$ cat src/rtl/spi_rom_responder.sv
// ---------------------------------------------------------------------------
// spi_rom_responder
//
// SPI flash-ROM emulator answering the READ opcode (mode 0, MSB-first).
// The responder oversamples SCLK/CS/MOSI on the system clock. It decodes an
// 8-bit opcode followed by a 24-bit byte address. It then streams bytes from
// a synchronous byte memory onto MISO, with no gap between bytes, for as long
// as CS stays asserted. The address auto-increments and wraps at
// 2^ADDR_BITS. Unsupported opcodes are swallowed until CS drops, and they set
// a sticky flag.
//
// Ports
//   clk       in   system clock, at least 8x the SCLK frequency
//   reset_n   in   asynchronous active-low reset
//   spi_cs    in   chip select, CS_ACTIVE = selected
//   spi_sclk  in   SPI clock (idle low, sample on rise, shift on fall)
//   spi_mosi  in   command/address bits from the reader
//   spi_miso  out  data bits to the reader
//   rom_rd    out  one-cycle memory read strobe
//   rom_addr  out  memory byte address, valid while rom_rd = 1
//   rom_data  in   memory read data, valid one clk after rom_rd
//   busy      out  high whenever the responder is not idle
//   bad_cmd   out  sticky: an unsupported opcode was seen (reset clears it)
// ---------------------------------------------------------------------------
module spi_rom_responder #(
    parameter int         ADDR_BITS = 11,
    parameter logic       CS_ACTIVE = 1'b1,
    parameter logic [7:0] READ_CMD  = 8'h03
) (
    input  logic                 clk,
    input  logic                 reset_n,
    input  logic                 spi_cs,
    input  logic                 spi_sclk,
    input  logic                 spi_mosi,
    output logic                 spi_miso,
    output logic                 rom_rd,
    output logic [ADDR_BITS-1:0] rom_addr,
    input  logic [7:0]           rom_data,
    output logic                 busy,
    output logic                 bad_cmd
);

    typedef enum logic [2:0] {
        IDLE   = 3'd0,
        CMD    = 3'd1,
        ADDR   = 3'd2,
        DATA   = 3'd3,
        IGNORE = 3'd4
    } state_t;

    // Two-flop synchronizers plus the previous synced SCLK for edge detection.
    logic [1:0] cs_sync_q;
    logic [1:0] sclk_sync_q;
    logic [1:0] mosi_sync_q;
    logic       sclk_prev_q;

    always_ff @(posedge clk or negedge reset_n) begin
        if (!reset_n) begin
            cs_sync_q   <= {2{~CS_ACTIVE}};
            sclk_sync_q <= 2'b00;
            mosi_sync_q <= 2'b00;
            sclk_prev_q <= 1'b0;
        end else begin
            cs_sync_q   <= {cs_sync_q[0], spi_cs};
            sclk_sync_q <= {sclk_sync_q[0], spi_sclk};
            mosi_sync_q <= {mosi_sync_q[0], spi_mosi};
            sclk_prev_q <= sclk_sync_q[1];
        end
    end

    logic cs_act;
    logic sclk_rise;
    logic sclk_fall;
    logic mosi_s;

    assign cs_act    = (cs_sync_q[1] == CS_ACTIVE);
    assign sclk_rise =  sclk_sync_q[1] & ~sclk_prev_q;
    assign sclk_fall = ~sclk_sync_q[1] &  sclk_prev_q;
    assign mosi_s    = mosi_sync_q[1];

    state_t               state_q;
    logic [7:0]           cmd_q;
    logic [2:0]           cmd_cnt_q;
    logic [23:0]          addr_q;
    logic [4:0]           addr_cnt_q;
    logic [7:0]           out_q;      // MISO shift register, MSB on the pin
    logic [7:0]           pre_q;      // prefetched next byte
    logic [2:0]           bit_cnt_q;  // bits of the current byte already shifted out
    logic                 rd_dly_q;   // rom_data is valid this cycle
    logic                 first_q;    // first byte of the burst not yet loaded
    logic                 skip_q;     // ignore the fall that ends the last address bit
    logic                 rom_rd_q;
    logic [ADDR_BITS-1:0] rom_addr_q;
    logic                 busy_q;
    logic                 bad_cmd_q;

    logic [7:0]           cmd_d;
    logic [23:0]          addr_d;
    logic [ADDR_BITS-1:0] addr_inc_d;

    always_comb begin
        cmd_d      = {cmd_q[6:0], mosi_s};
        addr_d     = {addr_q[22:0], mosi_s};
        addr_inc_d = rom_addr_q + {{(ADDR_BITS-1){1'b0}}, 1'b1};
    end

    always_ff @(posedge clk or negedge reset_n) begin
        if (!reset_n) begin
            state_q    <= IDLE;
            cmd_q      <= 8'h00;
            cmd_cnt_q  <= 3'd0;
            addr_q     <= 24'h000000;
            addr_cnt_q <= 5'd0;
            out_q      <= 8'h00;
            pre_q      <= 8'h00;
            bit_cnt_q  <= 3'd0;
            rd_dly_q   <= 1'b0;
            first_q    <= 1'b0;
            skip_q     <= 1'b0;
            rom_rd_q   <= 1'b0;
            rom_addr_q <= '0;
            busy_q     <= 1'b0;
            bad_cmd_q  <= 1'b0;
        end else begin
            rom_rd_q <= 1'b0;
            rd_dly_q <= rom_rd_q;
            if (!cs_act) begin
                // CS release wins over any SCLK edge in the same cycle; any
                // partial frame is discarded and any pending read is dropped.
                state_q    <= IDLE;
                busy_q     <= 1'b0;
                cmd_q      <= 8'h00;
                cmd_cnt_q  <= 3'd0;
                addr_q     <= 24'h000000;
                addr_cnt_q <= 5'd0;
                out_q      <= 8'h00;
                bit_cnt_q  <= 3'd0;
                rd_dly_q   <= 1'b0;
                first_q    <= 1'b0;
                skip_q     <= 1'b0;
            end else begin
                case (state_q)
                    IDLE: begin
                        state_q <= CMD;
                        busy_q  <= 1'b1;
                        // A rise that coincides with CS arrival is opcode bit 7.
                        if (sclk_rise) begin
                            cmd_q     <= cmd_d;
                            cmd_cnt_q <= 3'd1;
                        end
                    end
                    CMD: begin
                        if (sclk_rise) begin
                            cmd_q     <= cmd_d;
                            cmd_cnt_q <= cmd_cnt_q + 3'd1;
                            if (cmd_cnt_q == 3'd7) begin
                                if (cmd_d == READ_CMD) begin
                                    state_q <= ADDR;
                                end else begin
                                    state_q   <= IGNORE;
                                    bad_cmd_q <= 1'b1;
                                end
                            end
                        end
                    end
                    ADDR: begin
                        if (sclk_rise) begin
                            addr_q <= addr_d;
                            if (addr_cnt_q == 5'd23) begin
                                // Upper address bits beyond the memory alias away.
                                addr_cnt_q <= 5'd0;
                                rom_addr_q <= addr_d[ADDR_BITS-1:0];
                                rom_rd_q   <= 1'b1;
                                state_q    <= DATA;
                                first_q    <= 1'b1;
                                skip_q     <= 1'b1;
                                bit_cnt_q  <= 3'd0;
                            end else begin
                                addr_cnt_q <= addr_cnt_q + 5'd1;
                            end
                        end
                    end
                    DATA: begin
                        if (rd_dly_q) begin
                            if (first_q) begin
                                // First byte goes straight to the pin and the
                                // prefetch of the next byte starts at once.
                                out_q      <= rom_data;
                                first_q    <= 1'b0;
                                rom_rd_q   <= 1'b1;
                                rom_addr_q <= addr_inc_d;
                            end else begin
                                pre_q <= rom_data;
                            end
                        end
                        if (sclk_fall) begin
                            if (skip_q) begin
                                // This fall closes address bit 0; the MSB already
                                // on MISO must survive until the next rise.
                                skip_q <= 1'b0;
                            end else if (bit_cnt_q == 3'd7) begin
                                out_q      <= pre_q;
                                bit_cnt_q  <= 3'd0;
                                rom_rd_q   <= 1'b1;
                                rom_addr_q <= addr_inc_d;
                            end else begin
                                out_q     <= {out_q[6:0], 1'b0};
                                bit_cnt_q <= bit_cnt_q + 3'd1;
                            end
                        end
                    end
                    IGNORE: begin
                        state_q <= IGNORE;
                    end
                    default: begin
                        state_q <= IDLE;
                        busy_q  <= 1'b0;
                    end
                endcase
            end
        end
    end

    // out_q is only non-zero in DATA, so MISO idles low everywhere else.
    assign spi_miso = out_q[7];
    assign rom_rd   = rom_rd_q;
    assign rom_addr = rom_addr_q;
    assign busy     = busy_q;
    assign bad_cmd  = bad_cmd_q;

endmodule

$ cat config.mk
export PLATFORM = sky130hd
export DESIGN_NAME = spi_rom_responder
export DESIGN_NICKNAME = d
export VERILOG_FILES = /design/src/rtl/spi_rom_responder.sv
export SDC_FILE = /design/constraint.sdc
export NUM_CORES = 1
export LEC_CHECK = 0
export ABC_AREA = 1
export CORE_MARGIN = 8
export CORE_UTILIZATION = 40
export CTS_BUF_LIST = sky130_fd_sc_hd__clkbuf_16
export CTS_CLUSTER_SIZE = 16
export DETAILED_ROUTE_END_ITERATION = 12
export SYNTH_ARGS = -nofsm -noshare
export SYNTH_HDL_FRONTEND = slang
export SYNTH_SLANG_ARGS = --single-unit
$ cat constraint.sdc
create_clock -name clk -period 2.46 [get_ports clk]
set_clock_uncertainty 0.1 [all_clocks]
set_input_delay 0.738 -clock clk [delete_from_list [all_inputs] [get_ports clk]]
set_output_delay 0.738 -clock clk [all_outputs]
set_load 0.05 [all_outputs]
---- Word level (Yosys, flattened, before mapping) ----
Index checks and enable logic that the tools add are counted.
Widths: inputs -> output; s select.
storage, ports and cells
  bits in registers ....................... 71
  word-level logic and storage cells ...... 132
cells by class
  $add $sub $neg .......................... 4
  equality and inequality tests ........... 26
  multiplexer cells ....................... 63
  bitwise logic cells ..................... 6
  reduce and logical (&&, ||, !) cells .... 14
operators with widths
  cell                   number
  $mux 11                7
  $mux 8                 7
  $mux 3                 15
  $mux 10                3
  $ne 3x3->1 const B     8
  $pmux 11 s2            1
  $mux 7                 3
  $mux 5                 4
  $mux 1                 16
  $reduce_and 4->1       4
  $pmux 3 s5             1
  $reduce_and 5->1       3
  $pmux 3 s2             2
  $add 11x1->11 const B  1
  $ne 2x2->1 const B     5
  $eq 3x3->1 const B     3
  $eq 8x2->1 const B     1
  $pmux 1 s2             4
  $add 3x1->3 const B    2
  $eq 3x2->1 const B     2
  $ne 2x1->1 const B     3
  $ne 3x1->1 const B     2
  $add 5x1->5 const B    1
  $eq 5x5->1 const B     1
  other kinds (9)        14

---- Logic depth before layout (Yosys ltp) ----
Gate-level depths: netlist (run 1).
  word-level depth ........................ 7
  gate-level depth with buffers ........... 13
  depth with buffers taken out ............ 12

---- Worst setup path before layout (run 1) ----
Ideal clock, no wire load.
  kind .................................... flip-flop to flip-flop
  start point ............................. reg rom_addr_q[1], in the netlist rom_addr[1]
  end point ............................... reg rom_addr_q[8], in the netlist rom_addr[8]
  setup time .............................. 0.118 ns
  arrival time ............................ 1.707 ns
  data required time ...................... 2.242 ns
  setup slack ............................. 0.535 ns
  stages on the path, launching flop included .. 11
  period minus slack after synthesis ...... 1.925 ns
  cell sequence ........................... dfrtp_1 ha_1 nand2_1 nor2_1 nand2_1 nor2_1 nand3_1 nand2_1 nand2_1 nand2_1 nand2_1
on the way
  word-level cells in the longest chain between the ends .. 7
RTL lines
  what                    line  text
  from (decl)             93    logic [ADDR_BITS-1:0] rom_addr_q;
  from (signal assigned)  172   rom_addr_q <= addr_d[ADDR_BITS-1:0];
  from (signal assigned)  191   rom_addr_q <= addr_inc_d;
  from (signal assigned)  205   rom_addr_q <= addr_inc_d;
  $add 11x1->11 (*)       104   addr_inc_d = rom_addr_q + {{(ADDR_BITS-1){1'b0}}, 1'b1};
  $mux 11                 185   if (first_q) begin
  $mux 11                 184   if (rd_dly_q) begin
  $mux 11                 201   end else if (bit_cnt_q == 3'd7) begin
  $mux 11                 197   if (skip_q) begin
  $mux 11 (*)             196   if (sclk_fall) begin
  $pmux 11 s2 (*)         142   case (state_q)
Every way passes the cells marked *; elsewhere a longest branch is shown, timed or not.
A chain may end at the register's enable or synchronous reset.

---- Final worst setup path (run 1) ----
  start point ............................. reg rom_addr_q[9], in the netlist rom_addr[9]
  end point ............................... out rom_addr[9]
RTL lines
  what       line  text
  to (decl)  37    output logic [ADDR_BITS-1:0] rom_addr,
No word-level cell between the ends.

==> qor.txt, run 1 <==
Pwr Density: 746 mW/mm^2
Layout cells sized above 1: 9.74%
Most numerous cell in the Yosys netlist: nand2_1
Fin crit period: 2.41 ns
Post-Syn Area: 0.00369 mm^2
Setup TNS Final: 0 ns
Initial Utilization: 40.5%
Area after DPL: 0.00406 mm^2
Avg Cell Area, Syn: 8.06 um^2
Synth area leader: dfrtp_1
Net load switching power: 0.952 mW
Status: complete, no violations
Final instance area: 0.00439 mm^2
Tot GR Track Use: 13.4%
Synth Warn #: 0
Count of port buffers added during placement: 27
Synth top area cells: dfrtp_1, nand2_1, o21ai_0
Sequential share of power: 41.3%
Post-synth top area share: 48.1%
Sw Ratio: 29.1%
Die Y-Extent: 112 um
Pre-Repair DR Iteration Count: 5
CP Max Fanout: 5
Slowest cell on crit path: clkdlybuf4s50_1
Asr flop ratio synth: 100%
Clock H-tree levels: 3
CTS Sinks: 71
Sequential area share after synthesis: 48.1%
Hold_buf cts: 0
Maximum buffer depth of the clock tree: 2
Worst R2R End: rom_addr[0]$_DFFE_PN0P_
Final hold vios: 0
Area Growth Syn to Fin: 18.8%
Grt total ovfl: 0
Remaining DRCs: 0
Via/cell ratio: 5.07
Setup crit end kind: primary output
Max Slew Vio Count: 0
Top delay family on crit path: buffers and inverters
Post-Synthesis Cells: 458
Area of the core: 0.00911 mm^2
Via count: 3,062
R2R Path Start: bit_cnt_q[0]$_DFFE_PN0P_
Post-synth top cells: nand2_1, dfrtp_1, inv_1
Critical path buffer and inverter count: 1
Clock latency on the worst-skew pair: 0.33 ns
LEAKAGE: 2.13 nW
Hold_sp: cs_sync_q[0]$_DFF_PN0_
Clock-pin slew on the worst setup and hold paths: 0.06 ns
Final period util: 98.0%
Net Count, Synth: 477
IO Pins: 28
Diode count: 0
Int Power: 2.32 mW
R2R cell count: 9
#FFs+latches synth: 71
Worst endpoint required time: 1.62 ns
First-pass GRT wire length: 13,900 um
Comb pwr share: 17.4%
DR WL/cell: 13.1 um
CTS tree: yes
Main synth FF type: dfrtp_1
WL final: 7930 um
CP arrival: 1.57 ns
Vias in the first global route: 3,040
Hold depth: 0
Die Area: 0.0126 mm^2
DR iter-0 viols: 114
# rows: 35
Total CTS buffers: 9
Worst path cell trace: clkdlybuf4s50_1
Initial antenna violation count: 0
Largest stage delay, worst path: 0.83 ns
Relative slew slack: 56.5%
Routability Congestion: 0.798
Number of synthesized flops with an enable pin: 0
Max frequency: 0.415 GHz
Final setup vio count: 0
Clock Power Share: 41.4%
Layout net count: 507
Pin count of the biggest net entering global routing: 27
Max_cap viols: 0
Root buffer cell: clkbuf_16
Worst hold-check path type: flip-flop to flip-flop
Hold path endpoint: cs_sync_q[1]$_DFF_PN0_
Dpl hpwl: 5640 um
R2R Setup Slk: 0.55 ns
Crit path launch type: flip-flop
VDD IR max: 0.382 mV
Kind of critical path: flip-flop to primary output
Post-synthesis cell type count: 36
Tightest Pin Transition: 0.652 ns
Antenna Nets Post-Route: 0
Die X: 112 um
RSZ-0062 raised after global routing: false
cell families (layout without fill, tap and decap cells):
kind of cell / count (synthesis) / in the layout / share of synthesized area [%]
AOI/OAI and AO/OA: 88 / 88 / 13.7
xor gates and xnor gates: 1 / 1 / 0.237
adders and majority gates: 6 / 6 / 2.03
buffers and inverters: 75 / 110 / 9.25
DFF: 71 / 71 / 48.1
muxes: 1 / 1 / 0.406
and+or+nand+nor: 216 / 216 / 26.3
worst max-delay path by stage:
stage	slack, ns	cells past startpoint	endpoint	start
final	0.05	1	rom_addr[9]	rom_addr[9]$_DFFE_PN0P_
after detailed placement	0.36	1	rom_addr[1]	rom_addr[1]$_DFFE_PN0P_
after global routing	0.005	1	rom_addr[9]	rom_addr[9]$_DFFE_PN0P_
after floorplan	0.53	10	rom_addr[8]$_DFFE_PN0P_	rom_addr[1]$_DFFE_PN0P_
after CTS	0.004	1	rom_addr[1]	rom_addr[1]$_DFFE_PN0P_
after global placement	0.38	1	rom_addr[7]	rom_addr[7]$_DFFE_PN0P_
power groups by stage:
stage               Combinational, mW  Clock [mW]  Sequential, mW
floorplan                       0.274           0            1.48
global placement                0.572           0            1.36
detailed placement              0.577           0            1.37
CTS                             0.578        1.38            1.35
global route                    0.629        1.44            1.37
finish                          0.568        1.35            1.35
state kept, by name (all words and copies together) (netlist names), 2 cells and up:
signal / cells
mosi_sync_q: 2
addr_cnt_q: 5
cs_sync_q: 2
addr_q: 10
out_q: 8
rom_addr: 11
bit_cnt_q: 3
pre_q: 8
cmd_q: 7
sclk_sync_q: 2
cmd_cnt_q: 3
state_q: 3
final cells by class:
type / count / area (um^2)
inverters: 60 / 230
multi-input cells: 312 / 1580
well taps: 111 / 139
flip-flops and latches: 71 / 1780
repair buffers: 34 / 353
clock inverters: 7 / 87.6
fillers: 894 / 4720
clock buffers: 9 / 225
per-layer routing:
| metal | up-vias | GRT usage, % | share of wire [%] |
|---|---|---|---|
| met5 | - | 0 | 0 |
| met2 | 45 | 22.1 | 47 |
| met4 | 0 | 6.03 | 0.88 |
| li1 | 1544 | - | - |
| met1 | 1468 | 16.8 | 49 |
| met3 | 5 | 2.42 | 3.1 |
repair_timing:
action,CTS,global route
resized for setup,0,6
buffers inserted,0,0
setup endpoints to repair,0,6
placed cells by master (no fill, tap or decap), types with 3 or more instances in the layout:
master and instances:
nand2_1 134, dfrtp_1 71, inv_1 55, o21ai_0 43, nand3_1 34, nor2_1 25, clkdlybuf4s50_1 18, a21oi_1 13
o211ai_1 11, o21ai_1 9, clkbuf_16 9, buf_4 7, nand4_1 6, ha_1 6, dlymetal6s2s_1 6, nor2_4 5
nor3_1 4, inv_2 3, o31ai_1 3
per-stage QoR:
step	hold slack (ns)	total power [mW]	utilization [%]	setup slack, ns	cells
floorplan	0.231	1.75	-	0.535	458
global placement	0.234	1.94	44.6	0.380	588
detailed placement	0.236	1.95	44.6	0.355	588
CTS	0.248	3.31	48.0	0.00376	604
global route	0.260	3.43	48.2	0.00507	604
finish	0.245	3.27	48.2	0.0501	604
Power figures use the tool's default switching activity.
==> inputs of run 2 (changes only) <==
- CTS_BUF_LIST: sky130_fd_sc_hd__clkbuf_16 -> sky130_fd_sc_hd__clkbuf_2 sky130_fd_sc_hd__clkbuf_4 sky130_fd_sc_hd__clkbuf_8
- HOLD_SLACK_MARGIN: default -> 0.03
==> qor.txt, run 2 (synthesis results as in run 1) <==
Status: complete, no violations
Pwr Density: 694 mW/mm^2 (-6.9%)
Max_cap viols: 0 (unchanged)
Layout net count: 507 (unchanged)
DR WL/cell: 13.3 um (+1.2%)
Worst path cell trace: clkdlybuf4s50_1
Clock H-tree levels: 3 (unchanged)
Final period util: 95.6% (-2.3 points)
R2R Path Start: bit_cnt_q[0]$_DFFE_PN0P_
CP Max Fanout: 3 (-2)
Max reg flops: 11 (unchanged)
Maximum buffer depth of the clock tree: 2 (unchanged)
Most common cell after layout, fill and taps aside: nand2_1
Final hold vios: 0 (unchanged)
Max Slew Vio Count: 0 (unchanged)
Clock-pin slew on the worst setup and hold paths: 0.08 ns (+0.02 ns)
Layout cells sized above 1: 10.1% (+0.41 points)
VDD IR max: 0.318 mV (-17%)
Dpl hpwl: 5640 um (unchanged)
Final setup vio count: 0 (unchanged)
Top delay family on crit path: buffers and inverters
Crit path launch type: flip-flop
Initial Utilization: 40.5% (unchanged)
Worst endpoint required time: 1.62 ns (about the same)
Via/cell ratio: 5.13 (+1.1%)
Fin util: 47.2% (-0.98 points)
Layout filler cell count: 908 (+1.6%)
Most frequent cells in the layout: nand2_1, dfrtp_1, inv_1
CTS tree: yes
Initial antenna violation count: 0 (unchanged)
Routability Congestion: 0.798 (unchanged)
Hold_sp: cs_sync_q[0]$_DFF_PN0_
Grt total ovfl: 0 (unchanged)
Remaining DRCs: 0 (unchanged)
Via count: 3,096 (+1.1%)
Antenna Nets Post-Route: 0 (unchanged)
Pin count of the biggest net entering global routing: 27 (unchanged)
Tightest Pin Transition: 0.665 ns (+0.0134 ns)
First-pass GRT wire length: 13,900 um (+0.15%)
WL final: 8030 um (+1.2%)
Fin crit period: 2.35 ns (-0.0576 ns)
Clock latency on the worst-skew pair: 0.35 ns (+0.02 ns)
Die Y-Extent: 112 um (unchanged)
Vias in the first global route: 3,043 (+0.099%)
RSZ-0062 raised after global routing: false
Setup TNS Final: 0 ns (unchanged)
Die X: 112 um (unchanged)
Kind of critical path: flip-flop to primary output
Tot GR Track Use: 13.5% (+0.10 points)
Largest stage delay, worst path: 0.81 ns (-0.02 ns)
Slowest cell on crit path: clkdlybuf4s50_1
IO Pins: 28 (unchanged)
Diode count: 0 (unchanged)
Setup crit end kind: primary output
Critical path buffer and inverter count: 1 (unchanged)
Count of port buffers added during placement: 27 (unchanged)
DR iter-0 viols: 137 (+20%)
Worst hold-check path type: flip-flop to flip-flop
Area of the core: 0.00911 mm^2 (unchanged)
Root buffer cell: clkbuf_8
LEAKAGE: 2.10 nW (-1.9%)
Max frequency: 0.425 GHz (+2.4%)
CTS Sinks: 71 (unchanged)
# rows: 35 (unchanged)
Critical path startpoint: busy$_DFFE_PN0P_
Area Growth Syn to Fin: 16.4%
CP arrival: 1.51 ns (-0.06 ns)
Total CTS buffers: 9 (unchanged)
Pre-Repair DR Iteration Count: 5 (unchanged)
Die Area: 0.0126 mm^2 (unchanged)
Relative slew slack: 55.7% (-0.89 points)
==> run 2: timing repair <==
item | CTS | global route
hold buffers | 0 | 0
setup endpoints to repair | 4 | 5
pin swaps | 0 | 0
setup buffers | 0 | 0
gates resized for setup | 4 | 5
==> run 2: worst paths after layout <==
check,end,slack [ns],cells past startpoint
setup / recovery,busy,0.11,1
hold / removal,cs_sync_q[1]$_DFF_PN0_,0.25,0
setup reg to reg,rom_addr[0]$_DFFE_PN0P_,0.55,9
hold reg to reg,cs_sync_q[1]$_DFF_PN0_,0.25,0
max in group asynchronous,state_q[2]$_DFFE_PN0P_,1.37,2
min in group asynchronous,pre_q[5]$_DFFE_PN0P_,0.32,1
==> run 2: routing by layer <==
metal / wire length, um / up-vias / part of all wire (%) / GRT usage (%)
li1: - / 1544 / - / -
met1: 3890 / 1484 / 48 / 16.7
met2: 3770 / 58 / 47 / 22.2
met3: 271 / 10 / 3.4 / 2.90
met4: 101 / 0 / 1.3 / 6.21
met5: 0 / - / 0 / 0
==> run 2: worst register-to-register path: cells and delay by family (launching register included) <==
family / cells / cell delay, ns
flip-flops: 1 / 0.37
buffers and inverters: 1 / 0.05
adder cells (fa/ha/maj): 2 / 0.30
AND/OR/NAND/NOR: 5 / 0.87
AO/OA/AOI/OAI: 1 / 0.09
==> run 2: layout make-up <==
type / instances / area [um^2] / share of cell area [%]
Timing Repair Buffer: 34 / 345 / 8.03
Sequential cell: 71 / 1780 / 41.3
Clock buffer: 11 / 151 / 3.52
Clock inverter: 5 / 80.1 / 1.86
Tap cell: 111 / 139 / 3.23
Multi-Input combinational cell: 312 / 1580 / 36.7
Inverter: 60 / 230 / 5.36
==> run 2: metrics by stage <==
| step | instance area (um^2) | cells | power [mW] | worst slack (ns) | hold WS, ns |
|---|---|---|---|---|---|
| 6_report | 4300 | 604 | 2.98 | 0.108 | 0.248 |
| 5_1_grt | 4300 | 604 | 3.14 | 0.0569 | 0.265 |
| 4_1_cts | 4290 | 604 | 3.02 | 0.00344 | 0.252 |
| 3_5_place_dp | 4060 | 588 | 1.95 | 0.355 | 0.236 |
| 3_3_place_gp | 4060 | 588 | 1.94 | 0.380 | 0.234 |
| 2_1_floorplan | 3690 | 458 | 1.75 | 0.535 | 0.231 |
==> run 2: where the power goes <==
part	total [mW]	switching (mW)	internal (mW)	leakage (nW)
sequential	1.35	0.0924	1.25	0.922
clock	1.07	0.445	0.625	0.112
combinational	0.566	0.384	0.183	1.06
total	2.98	0.921	2.06	2.10
